==> src/rtl/fetch_pkg.sv <==
`timescale 1ns/1ps
`default_nettype none
// ============================================================================
// Module   : fetch_pkg
// Purpose  : Shared types and opcode constants for the instruction-fetch stage
// Revision : 1.0 - initial release
// ============================================================================
package fetch_pkg;

    typedef logic [15:0] word_t;

    typedef enum logic [1:0] {
        FETCH  = 2'd0,
        WAIT   = 2'd1,
        HOLD   = 2'd2,
        HALTED = 2'd3
    } state_e;

    localparam word_t c_nop_instr  = 16'h0800;
    localparam word_t c_halt_instr = 16'h0000;

endpackage : fetch_pkg
`default_nettype wire

==> src/rtl/fetch_nextpc.sv <==
`timescale 1ns/1ps
`default_nettype none
// ============================================================================
// Module   : fetch_nextpc
// Purpose  : Next-PC adder/mux for branch and jump redirects, plus misalign flag
// Revision : 1.0 - initial release
// ============================================================================
module fetch_nextpc
    import fetch_pkg::*;
(
    input  logic  brj,
    input  logic  pcregsel,
    input  word_t fimm,
    input  word_t register,
    input  word_t pc2,
    output word_t next_pc,
    output logic  misalign
);

    word_t w_base;
    word_t w_target;

    // Carries out of bit 15 are dropped so targets wrap around the address space
    always_comb begin
        w_base   = pcregsel ? register : pc2;
        w_target = w_base + fimm;
        next_pc  = brj ? w_target : pc2;
        misalign = next_pc[0];
    end

endmodule : fetch_nextpc
`default_nettype wire

==> src/rtl/fetch_unit.sv <==
`timescale 1ns/1ps
`default_nettype none
// ============================================================================
// Module   : fetch_unit
// Purpose  : Fetch stage: owns the PC, reads a stallable imem, hands words to decode
// Revision : 1.0 - initial release
// ============================================================================
module fetch_unit
    import fetch_pkg::*;
#(
    parameter word_t RESET_PC  = 16'h0000,
    parameter word_t NOP_INSTR = c_nop_instr
) (
    input  logic  clk,
    input  logic  rst,
    output logic  imem_req,
    output word_t imem_addr,
    input  logic  imem_rdy,
    input  word_t imem_data,
    input  logic  imem_err,
    output word_t instr,
    output word_t pc2,
    output logic  instr_vld,
    input  logic  instr_ack,
    input  logic  brj,
    input  logic  pcregsel,
    input  word_t fimm,
    input  word_t register,
    input  logic  halt,
    output logic  halted,
    output logic  err
);

    state_e r_state;
    state_e w_state_nxt;
    logic   r_req;
    word_t  r_pc;
    word_t  r_pc2;
    word_t  r_instr;
    logic   r_halted;
    logic   r_err;

    logic   w_capture;
    logic   w_fault;
    logic   w_take_halt;
    logic   w_advance;
    word_t  w_next_pc;
    logic   w_misalign;

    fetch_nextpc u_nextpc (
        .brj      (brj),
        .pcregsel (pcregsel),
        .fimm     (fimm),
        .register (register),
        .pc2      (r_pc2),
        .next_pc  (w_next_pc),
        .misalign (w_misalign)
    );

    always_ff @(posedge clk or negedge rst) begin
        if (!rst) begin
            r_state <= FETCH;
        end else begin
            r_state <= w_state_nxt;
        end
    end

    // FETCH is entered with the request still low right after reset; the
    // registered request then rises and the state waits for it before sampling rdy.
    always_comb begin
        w_state_nxt = r_state;
        w_capture   = 1'b0;
        w_fault     = 1'b0;
        w_take_halt = 1'b0;
        w_advance   = 1'b0;
        case (r_state)
            FETCH, WAIT: begin
                if (r_req) begin
                    if (imem_rdy) begin
                        if (imem_err) begin
                            w_fault     = 1'b1;
                            w_state_nxt = HALTED;
                        end else begin
                            w_capture   = 1'b1;
                            w_state_nxt = HOLD;
                        end
                    end else begin
                        w_state_nxt = WAIT;
                    end
                end
            end
            HOLD: begin
                if (instr_ack) begin
                    if (halt) begin
                        w_take_halt = 1'b1;
                        w_state_nxt = HALTED;
                    end else if (w_misalign) begin
                        w_fault     = 1'b1;
                        w_state_nxt = HALTED;
                    end else begin
                        w_advance   = 1'b1;
                        w_state_nxt = FETCH;
                    end
                end
            end
            default: w_state_nxt = HALTED;
        endcase
    end

    always_ff @(posedge clk or negedge rst) begin
        if (!rst) begin
            r_req    <= 1'b0;
            r_pc     <= RESET_PC;
            r_pc2    <= RESET_PC;
            r_instr  <= NOP_INSTR;
            r_halted <= 1'b0;
            r_err    <= 1'b0;
        end else begin
            r_req <= (w_state_nxt == FETCH) || (w_state_nxt == WAIT);
            if (w_capture) begin
                r_instr <= imem_data;
                r_pc2   <= r_pc + 16'd2;
            end
            if (w_fault) begin
                r_err <= 1'b1;
            end
            if (w_take_halt) begin
                r_halted <= 1'b1;
            end
            if (w_advance) begin
                r_pc <= w_next_pc;
            end
        end
    end

    always_comb begin
        imem_req  = r_req;
        imem_addr = r_pc;
        instr_vld = (r_state == HOLD);
        instr     = (r_state == HOLD) ? r_instr : NOP_INSTR;
        pc2       = r_pc2;
        halted    = r_halted;
        err       = r_err;
    end

endmodule : fetch_unit
`default_nettype wire
==> config.mk <==
export PLATFORM = sky130hd
export DESIGN_NAME = fetch_unit
export DESIGN_NICKNAME = d
export VERILOG_FILES = /design/src/rtl/fetch_pkg.sv /design/src/rtl/fetch_nextpc.sv /design/src/rtl/fetch_unit.sv
export SDC_FILE = /design/constraint.sdc
export NUM_CORES = 1
export LEC_CHECK = 0
export CAP_MARGIN = 40
export CORE_MARGIN = 5
export CORE_UTILIZATION = 53
export CTS_BUF_LIST = sky130_fd_sc_hd__clkbuf_8
export DETAILED_ROUTE_END_ITERATION = 8
export PLACE_DENSITY_LB_ADDON = 0.2
export SKIP_LAST_GASP = 1
export SLEW_MARGIN = 10
export SYNTH_ARGS = -nofsm -noshare
export SYNTH_HDL_FRONTEND = slang
export SYNTH_HIERARCHICAL = 1
export SYNTH_SLANG_ARGS = --single-unit
==> constraint.sdc <==
create_clock -name clk -period 5.6 [get_ports clk]
set_input_delay 0.84 -clock clk [delete_from_list [all_inputs] [get_ports clk]]
set_output_delay 0.84 -clock clk [all_outputs]
set_load 0.02 [all_outputs]
=== After elaboration in Yosys (flattened, before gate mapping) ===
Index checks and enable logic that the tools add are counted.

* Word-level logic and storage cells: 44
* Output and inout port bits: 52
* RAM bits: 0
* Memories: 0
* Register bits after elaboration: 53
* ROM bits: 0
* Latch bits: 0

* Multiplexer cells: 28
* Add/sub/neg operators: 2
* Bitwise logic cells: 0
* Eq/ne operators: 3
* Shift operators: 0
* Multiply operators: 0
* Divide/modulo/power cells: 0
* Reduce and logical (&&, ||, !) cells: 4
* Order comparisons: 0

{| class="wikitable"
|+ Operator list
! operator !! number
|-
| 2-to-1 mux 16 bit || 3
|-
| 2-to-1 mux 1 bit || 18
|-
| adder 16 bit || 1
|-
| adder 16 x 2 -> 16 bit (second input constant) || 1
|-
| 2-to-1 mux 2 bit || 5
|-
| == test 2 x 1 -> 1 bit (second input constant) || 2
|-
| logical NOT 2 bit || 2
|-
| one-hot mux 2 bit (2 select lines) || 1
|-
| == test 2 bit (second input constant) || 1
|-
| one-hot mux 1 bit (2 select lines) || 1
|-
| OR reduction 2 bit || 1
|-
| logical OR 1 bit || 1
|}

=== Depth between registers and ports, before layout ===
Gate-level depths: netlist (run 1).

* Depth in word-level cells: 9
* Gate-level depth with buffers: 11

=== Hierarchy ===
Netlist (run 1), hierarchy kept.

{| class="wikitable"
|+ By module, submodules not included
! module !! cells each !! area each (µm²) !! seq. area each (µm²) !! instances
|-
| fetch_unit || 191 || 2368.5 || 1327.5 || 1
|-
| fetch_nextpc || 163 || 1191.1 || 0.0 || 1
|}

=== Worst setup path after synthesis (run 1) ===
Ideal clock, no wire load.

* Kind: input -> register
* From: input port pcregsel
* To: register r_pc[7] (netlist: imem_addr[7])
* Required time: 5472 ps
* Cell stages on the path: 11
* Path buffers: 2
* Slack: 2138 ps
* Arrival time: 3334 ps
* Cells stage by stage: buf_2 > buf_1 > mux2i_1 > inv_1 > ha_1 > a211oi_1 > o21a_1 > o21ai_0 > xor2_1 > mux2_2 > mux2_1

* Elaborated cells between the ends (all ways): 7

{| class="wikitable"
|+ RTL lines
! what !! line !! RTL
|-
| from (decl) || fetch_unit.sv:26 || <nowiki>input logic pcregsel,</nowiki>
|-
| 2-to-1 mux 16 bit || fetch_nextpc.sv:25 || <nowiki>w_base = pcregsel ? register : pc2;</nowiki>
|-
| adder 16 bit || fetch_nextpc.sv:26 || <nowiki>w_target = w_base + fimm;</nowiki>
|-
| 2-to-1 mux 16 bit || fetch_nextpc.sv:27 || <nowiki>next_pc = brj ? w_target : pc2;</nowiki>
|-
| net w_next_pc[7] || fetch_unit.sv:47 || <nowiki>word_t w_next_pc;</nowiki>
|-
| to (signal assigned) || fetch_unit.sv:131 || <nowiki>r_pc <= w_next_pc;</nowiki>
|-
| to (decl) || fetch_unit.sv:37 || <nowiki>word_t r_pc;</nowiki>
|}

The timed path passes the listed nets, and every way through them passes these cells.
A chain may end at the register's enable or synchronous reset.

=== Worst setup path after layout (run 1) ===
* From: input port pcregsel
* To: register r_pc[14] (netlist: imem_addr[14])

Same word-level chain as after synthesis.

==> implementation parameters, run 1 <==
Parameter                              Value

Outcome
  Result of the run ... complete, no violations

Floorplan
  Die Width ... 91.96 microns
  Full die area ... 8456 sq um
  Cell row count ... 29
  # IOs ... 108
  Floorplan core area ... 6459 sq um
  Die Y-Extent ... 91.96 microns
  Effective utilization at floorplan ... 55.11%

Synthesis
  Number of synthesized register bits ... 53
  Mean area per synthesized cell ... 10.06 sq um
  Count of flip-flops with a built-in enable after synthesis ... 0
  Yosys cell types ... 53
  Dominant synthesized flop cell ... dfrtp_1
  Synthesized Nets ... 427
  Seq/Total Area, Yosys ... 37.29%
  Synthesis Warnings ... 6
  Synthesized instance count ... 354
  Share of async-settable or async-resettable flops after synthesis ... 100.0%
  Mapped Area ... 3560 sq um

Drt
  Initial DRT Pass Iterations ... 4
  Routed length on met1 ... 3.895 mm
  Number of nets still failing antenna checks after routing ... 0
  Metal2 WL ... 4.218 mm
  Via count ... 3,015
  Mean routed wirelength per cell ... 16.96 microns
  Ratio of routed vias to standard cells ... 5.667
  Highest metal layer with signal wires ... met4
  Final routed wirelength across all metal layers ... 9.025 mm
  Routed wl met3 ... 835 microns
  DRC viols ... 0
  Number of DRC violations after detailed-routing iteration 0 ... 147

Cells and area
  P&R area growth vs syn ... 33.43%
  Final cell area excluding filler cells ... 4750 sq um
  Layout cells sized above 1 ... 13.19%
  Nets ... 527
  # diodes ... 0

Clock tree
  Latest clock arrival within the worst-skew pair ... 0.30 ns
  CTS sink count ... 53
  Number of gates resized after CTS ... 0
  Root buffer selected by CTS ... clkbuf_8
  Number of clock buffers inserted by TritonCTS ... 5
  Clk pin slew, worst setup/hold paths ... 0.09 ns
  Setup Fix Bufs, Post-CTS ... 0
  H-tree lvl count ... 2
  Clock tree from TritonCTS ... yes
  Hold-fix buffer count after cts ... 0
  Maximum clock path buffer count ... 2

Place
  Global placement routability congestion ... 0.9761
  Pre-CTS setup slack ... 1.372 ns
  Number of buffer cells added on primary ports ... 107
  Total placed instance area ... 4642 sq um
  Hpwl dp ... 7.051 mm

Global routing
  Total routing usage reported by global routing ... 21.68%
  Global-route wire length before repair ... 15.25 mm
  Global route total overflow ... 0
  Vias in the first global route ... 3,177
  Initial antenna violation count ... 0
  Largest net degree at the start of global routing ... 54

Power and ir drop
  Leakage dissipation ... 1.986 nW
  VDD IR-drop max ... 0.0002545 V
  Power per Cell Area ... 443.0 nW/um^2
  Overall power after layout ... 0.002104 W

STA
  Total negative slack ... 0 ns
  Final setup viols ... 0
  RSZ-0062 raised after global routing ... false
  Final setup margin ... 1.683 ns
  Final Hold Vio Count ... 0
  Clock skew after layout ... 0.009099 ns
  Slew Limit Headroom ... 51.00%
  Number of pins with negative max-slew slack in the final report ... 0
  Final worst path period need ... 3.917 ns
  Maximum clock frequency ... 0.2553 GHz
  Portion of the clock cycle consumed by the worst path in the final layout ... 69.95%
  Worst-Margin Slew ... 0.7327 ns

Flow run
  Max-cap violations ... 0

Setup path
  Required time at the worst-slack endpoint ... 5.78 ns
  Crit path max fanout ... 17
  Critical path data arrival time ... 4.10 ns
  Category of the worst setup path capture point ... flip-flop
  Critical path launch point type ... input pin
  Crit path kind ... in -> reg

Hold path
  Hold Path Class ... reg -> reg
[flip-flops by register name (all words and copies together) (netlist names)]
signal and count:
imem_addr 16, pc2 16, r_instr 16, r_state 2
err 1, halted 1, imem_req 1
[worst paths after layout]
kind,start,to,slack [ns],depth (start not counted)
worst max-delay path,pcregsel,imem_addr[14],1.68,11
worst min-delay path,r_instr[6],r_instr[6],0.49,1
worst max register to register,pc2[0],imem_addr[10],2.87,10
worst min register to register,r_instr[6],r_instr[6],0.49,1
max in group asynchronous,rst,pc2[12],4.51,2
min in group asynchronous,rst,halted,0.65,2
[report_power, final]
part	internal [W]	switching [W]
Clock	0.000131	0.000120
Combinational	0.000559	0.000552
Sequential	0.000550	0.000192
[metrics by stage]
step	hold slack [ns]	util (%)	instances
4_1_cts	0.4893	73.54	532
5_1_grt	0.5124	73.54	532
2_1_floorplan	0.4489	-	354
6_report	0.4852	73.54	532
3_3_place_gp	0.4540	71.45	522
3_5_place_dp	0.4684	71.87	524
[routing by layer]
layer	up-vias	global-route usage (%)
met1	1433	28.28
met2	109	35.16
met3	6	7.283
met4	0	4.827
li1	1467	-
met5	-	0
[worst max-delay path: stages]
cell and delay, ns:
clkdlybuf4s50_1 0.94, mux2_2 0.41, ha_1 0.22, inv_1 0.09, fa_1 0.20, nor2b_1 0.07, o2111ai_1 0.43, a21oi_1 0.17
nor4_1 0.31, o31ai_1 0.11, mux2_1 0.30
[synthesized netlist by cell type (6+ instances only)]
cell type	number	area, sq um
xnor2_1	16	140.1
nand2_1	26	97.59
nor3_1	7	35.03
mux2_1	20	225.2
clkbuf_1	6	22.52
ha_1	16	200.2
o21ai_0	9	45.04
inv_1	13	48.80
and2_1	15	93.84
nand3_1	9	45.04
nand4_1	7	43.79
a21oi_1	23	115.1
mux2_2	35	394.1
nor2_1	25	93.84
dfrtp_1	52	1301
[cell type report]
| class | instances | area, sq um |
|---|---|---|
| flip-flops and latches | 53 | 1328 |
| clock inverters | 3 | 38.79 |
| fillers | 491 | 1709 |
| inverters | 13 | 48.80 |
| multi-input cells | 271 | 2068 |
| repair buffers | 110 | 1101 |
| clock buffers | 5 | 68.82 |
| well taps | 77 | 96.34 |
[layout by cell type (no fill, tap or decap), drive strengths merged, types with 8 or more instances in the layout]
master / n
o21ai: 9
dfrtp: 52
a21oi: 28
mux2: 55
clkdlybuf4s50: 106
xnor2: 16
nand2: 26
inv: 14
nor2: 25
nand3: 11
ha: 16
nand4: 8
and2: 15
[logic make-up after synthesis]
| kind of cell | after synthesis | share of synthesized area [%] |
|---|---|---|
| AO/OA/AOI/OAI | 69 | 13.18 |
| adder cells (fa/ha/maj) | 17 | 6.186 |
| flip-flops | 53 | 37.29 |
| AND/OR/NAND/NOR | 106 | 15.29 |
| multiplexers | 58 | 18.24 |
| buffers and inverters | 30 | 4.639 |
| XOR/XNOR | 21 | 5.167 |
(Power assumes the default switching activity.)
==> inputs of run 2 (changes only) <==
--- a/config.mk
+++ b/config.mk
@@ -7,7 +7,7 @@
 export LEC_CHECK = 0
 export CAP_MARGIN = 40
 export CORE_MARGIN = 5
-export CORE_UTILIZATION = 53
+export CORE_UTILIZATION = 44
 export CTS_BUF_LIST = sky130_fd_sc_hd__clkbuf_8
 export DETAILED_ROUTE_END_ITERATION = 8
 export PLACE_DENSITY_LB_ADDON = 0.2
==> constraint.sdc (replaced) <==
create_clock -name clk -period 3.39 [get_ports clk]
set_input_delay 0.5085 -clock clk [delete_from_list [all_inputs] [get_ports clk]]
set_output_delay 0.5085 -clock clk [all_outputs]
set_load 0.02 [all_outputs]
==> run 2 against run 1 <==
Critical path depth fell by 1. Sequential power rose by 64%. Clock power rose by 35%. Worst hold slack got worse by 0.31 ns. Register-to-register slack got worse by 2.2 ns. Utilization fell by 9.9 points. Critical path type unchanged. Critical endpoint is now imem_addr[7]. Largest cell class unchanged. Largest power group unchanged. Highest routed layer unchanged.
==> implementation parameters, run 2 (same netlist as run 1, synthesis figures left out) <==
Parameter                              Value

Power and ir drop
  Overall power after layout ... 0.003495 W
  Leakage dissipation ... 2.102 nW
  Power per Cell Area ... 704.0 nW/um^2
  VDD IR-drop max ... 0.0003688 V

Clock tree
  Number of clock buffers inserted by TritonCTS ... 5
  Hold-fix buffer count after cts ... 0
  Number of gates resized after CTS ... 0
  Root buffer selected by CTS ... clkbuf_8
  Setup Fix Bufs, Post-CTS ... 0
  Clk pin slew, worst setup/hold paths ... 0.09 ns
  Maximum clock path buffer count ... 2
  Clock tree from TritonCTS ... yes
  Latest clock arrival within the worst-skew pair ... 0.30 ns
  CTS sink count ... 53
  H-tree lvl count ... 2

STA
  Final Hold Vio Count ... 0
  Total negative slack ... 0 ns
  Final setup margin ... 0.2090 ns
  Clock skew after layout ... 0.007072 ns
  Final worst path period need ... 3.181 ns
  Number of pins with negative max-slew slack in the final report ... 0
  Slew Limit Headroom ... 60.33%
  RSZ-0062 raised after global routing ... false
  Maximum clock frequency ... 0.3144 GHz
  Worst-Margin Slew ... 0.5951 ns
  Final setup viols ... 0
  Portion of the clock cycle consumed by the worst path in the final layout ... 93.84%

Cells and area
  Final core utilization ... 63.59%
  # diodes ... 0
  Commonest non-fill, non-tap cell in the layout ... clkdlybuf4s50_1
  Area occupied by registers ... 1328 sq um
  P&R area growth vs syn ... 39.47%
  Filler instances ... 672
  Most frequent cells in the layout ... clkdlybuf4s50_1 (106), dfrtp_1 (52), mux2_2 (35)
  Nets ... 552
  Layout cells sized above 1 ... 17.50%
  Area of the multi-input gates ... 2068 sq um

Drt
  Number of DRC violations after detailed-routing iteration 0 ... 116
  Mean routed wirelength per cell ... 16.48 microns
  Via count ... 3,111
  Ratio of routed vias to standard cells ... 5.345
  Final routed wirelength across all metal layers ... 9.590 mm
  Initial DRT Pass Iterations ... 4
  Number of nets still failing antenna checks after routing ... 0
  DRC viols ... 0

Floorplan
  Effective utilization at floorplan ... 45.59%
  Die Width ... 99.95 microns
  Die Y-Extent ... 99.95 microns
  # IOs ... 108
  Full die area ... 9989 sq um
  Floorplan core area ... 7807 sq um
  Cell row count ... 32

Hold path
  Hold Path Class ... in -> async

Setup path
  Critical path data arrival time ... 3.36 ns
  Worst r2r src ... pc2[0]
  Required time at the worst-slack endpoint ... 3.57 ns
  Delay of the slowest cell on the worst path ... 0.56 ns
  CP dominant cell by count ... mux2_2
  Crit path kind ... in -> reg
  Category of the worst setup path capture point ... flip-flop
  Launching element of the worst setup path ... pcregsel
  Critical-path cell with the highest stage delay ... clkdlybuf4s50_1
  Cell chain of the critical path ... clkdlybuf4s50_1 -> buf_4 -> mux2_2 -> ha_1 -> o211ai_1 -> o21a_1 -> o21ai_0 -> xor2_1 -> mux2_2 -> mux2_1
  Critical path launch point type ... input pin
  Crit path max fanout ... 5

Outcome
  Result of the run ... complete, no violations

Flow run
  Max-cap violations ... 0

Global routing
  Global-route wire length before repair ... 15.92 mm
  Global route total overflow ... 0
  Largest net degree at the start of global routing ... 28
  Total routing usage reported by global routing ... 19.65%
  Vias in the first global route ... 3,181
  Initial antenna violation count ... 0

Place
  Global placement routability congestion ... 0.8348
  Hpwl dp ... 7.795 mm
  Pre-CTS setup slack ... -0.04709 ns
  Number of buffer cells added on primary ports ... 107
[run 2: cell count changes in the layout (fill, tap and decap cells not counted), sizes merged]
cell      delta
buf         +25
clkinv       -1
clkinvlp     +1
inv          +1
bufinv       -1
[run 2: metal layers]
| layer | GRT usage, % | up-vias | part of all wire [%] |
|---|---|---|---|
| met5 | 0 | - | 0 |
| met4 | 3.887 | 0 | 0.80 |
| met3 | 6.532 | 6 | 7.5 |
| met2 | 32.07 | 86 | 47 |
| met1 | 25.57 | 1496 | 45 |
| li1 | - | 1523 | - |
[run 2: worst max-delay path: cells and delay by family]
kind | cells | cell delay (ns)
multiplexers | 3 | 0.88
AO/OA/AOI/OAI | 3 | 0.74
buffers and inverters | 2 | 0.72
adder cells (fa/ha/maj) | 1 | 0.38
XOR/XNOR | 1 | 0.12
[run 2: through the flow]
stage	cell area [sq um]	hold WS, ns	instances
2_1_floorplan	3560	0.2129	354
3_3_place_gp	4846	0.4509	572
3_5_place_dp	4881	0.4681	574
4_1_cts	4965	0.1831	582
5_1_grt	4965	0.2005	582
6_report	4965	0.1786	582
[run 2: layout make-up]
type	instances	area share, %
clock buffers	5	1.386
clock inverters	3	0.3024
inverters	13	0.9829
multi-input cells	271	41.66
flip-flops and latches	53	26.74
well taps	102	2.571
repair buffers	135	26.36
[run 2: path summary, 6_finish.rpt]
check	endpoint	slack (ns)	cells after the start
setup / recovery	imem_addr[7]	0.21	10
hold / removal	r_instr[9]	0.18	1
setup reg to reg	imem_addr[10]	0.68	10
hold reg to reg	r_instr[1]	0.49	1
max in group asynchronous	halted	2.72	2
min in group clk	r_instr[1]	0.49	1
[run 2: power breakdown]
part	internal [W]	total, W	switching, W	leakage (nW)
Clock	0.000141	0.000339	0.000198	0.0467
Combinational	0.00101	0.00193	0.000929	1.40
Sequential	0.000909	0.00122	0.000314	0.656
Total	0.00205	0.00349	0.00144	2.10
==> inputs of run 3 (changes only) <==
--- a/config.mk
+++ b/config.mk
@@ -10,6 +10,7 @@
 export CORE_UTILIZATION = 44
 export CTS_BUF_LIST = sky130_fd_sc_hd__clkbuf_8
 export DETAILED_ROUTE_END_ITERATION = 8
+export GPL_TIMING_DRIVEN = 1
 export PLACE_DENSITY_LB_ADDON = 0.2
 export SKIP_LAST_GASP = 1
 export SLEW_MARGIN = 10
==> results of run 3 <==
The final DEF is identical to that of run 2; final timing and power are the same.
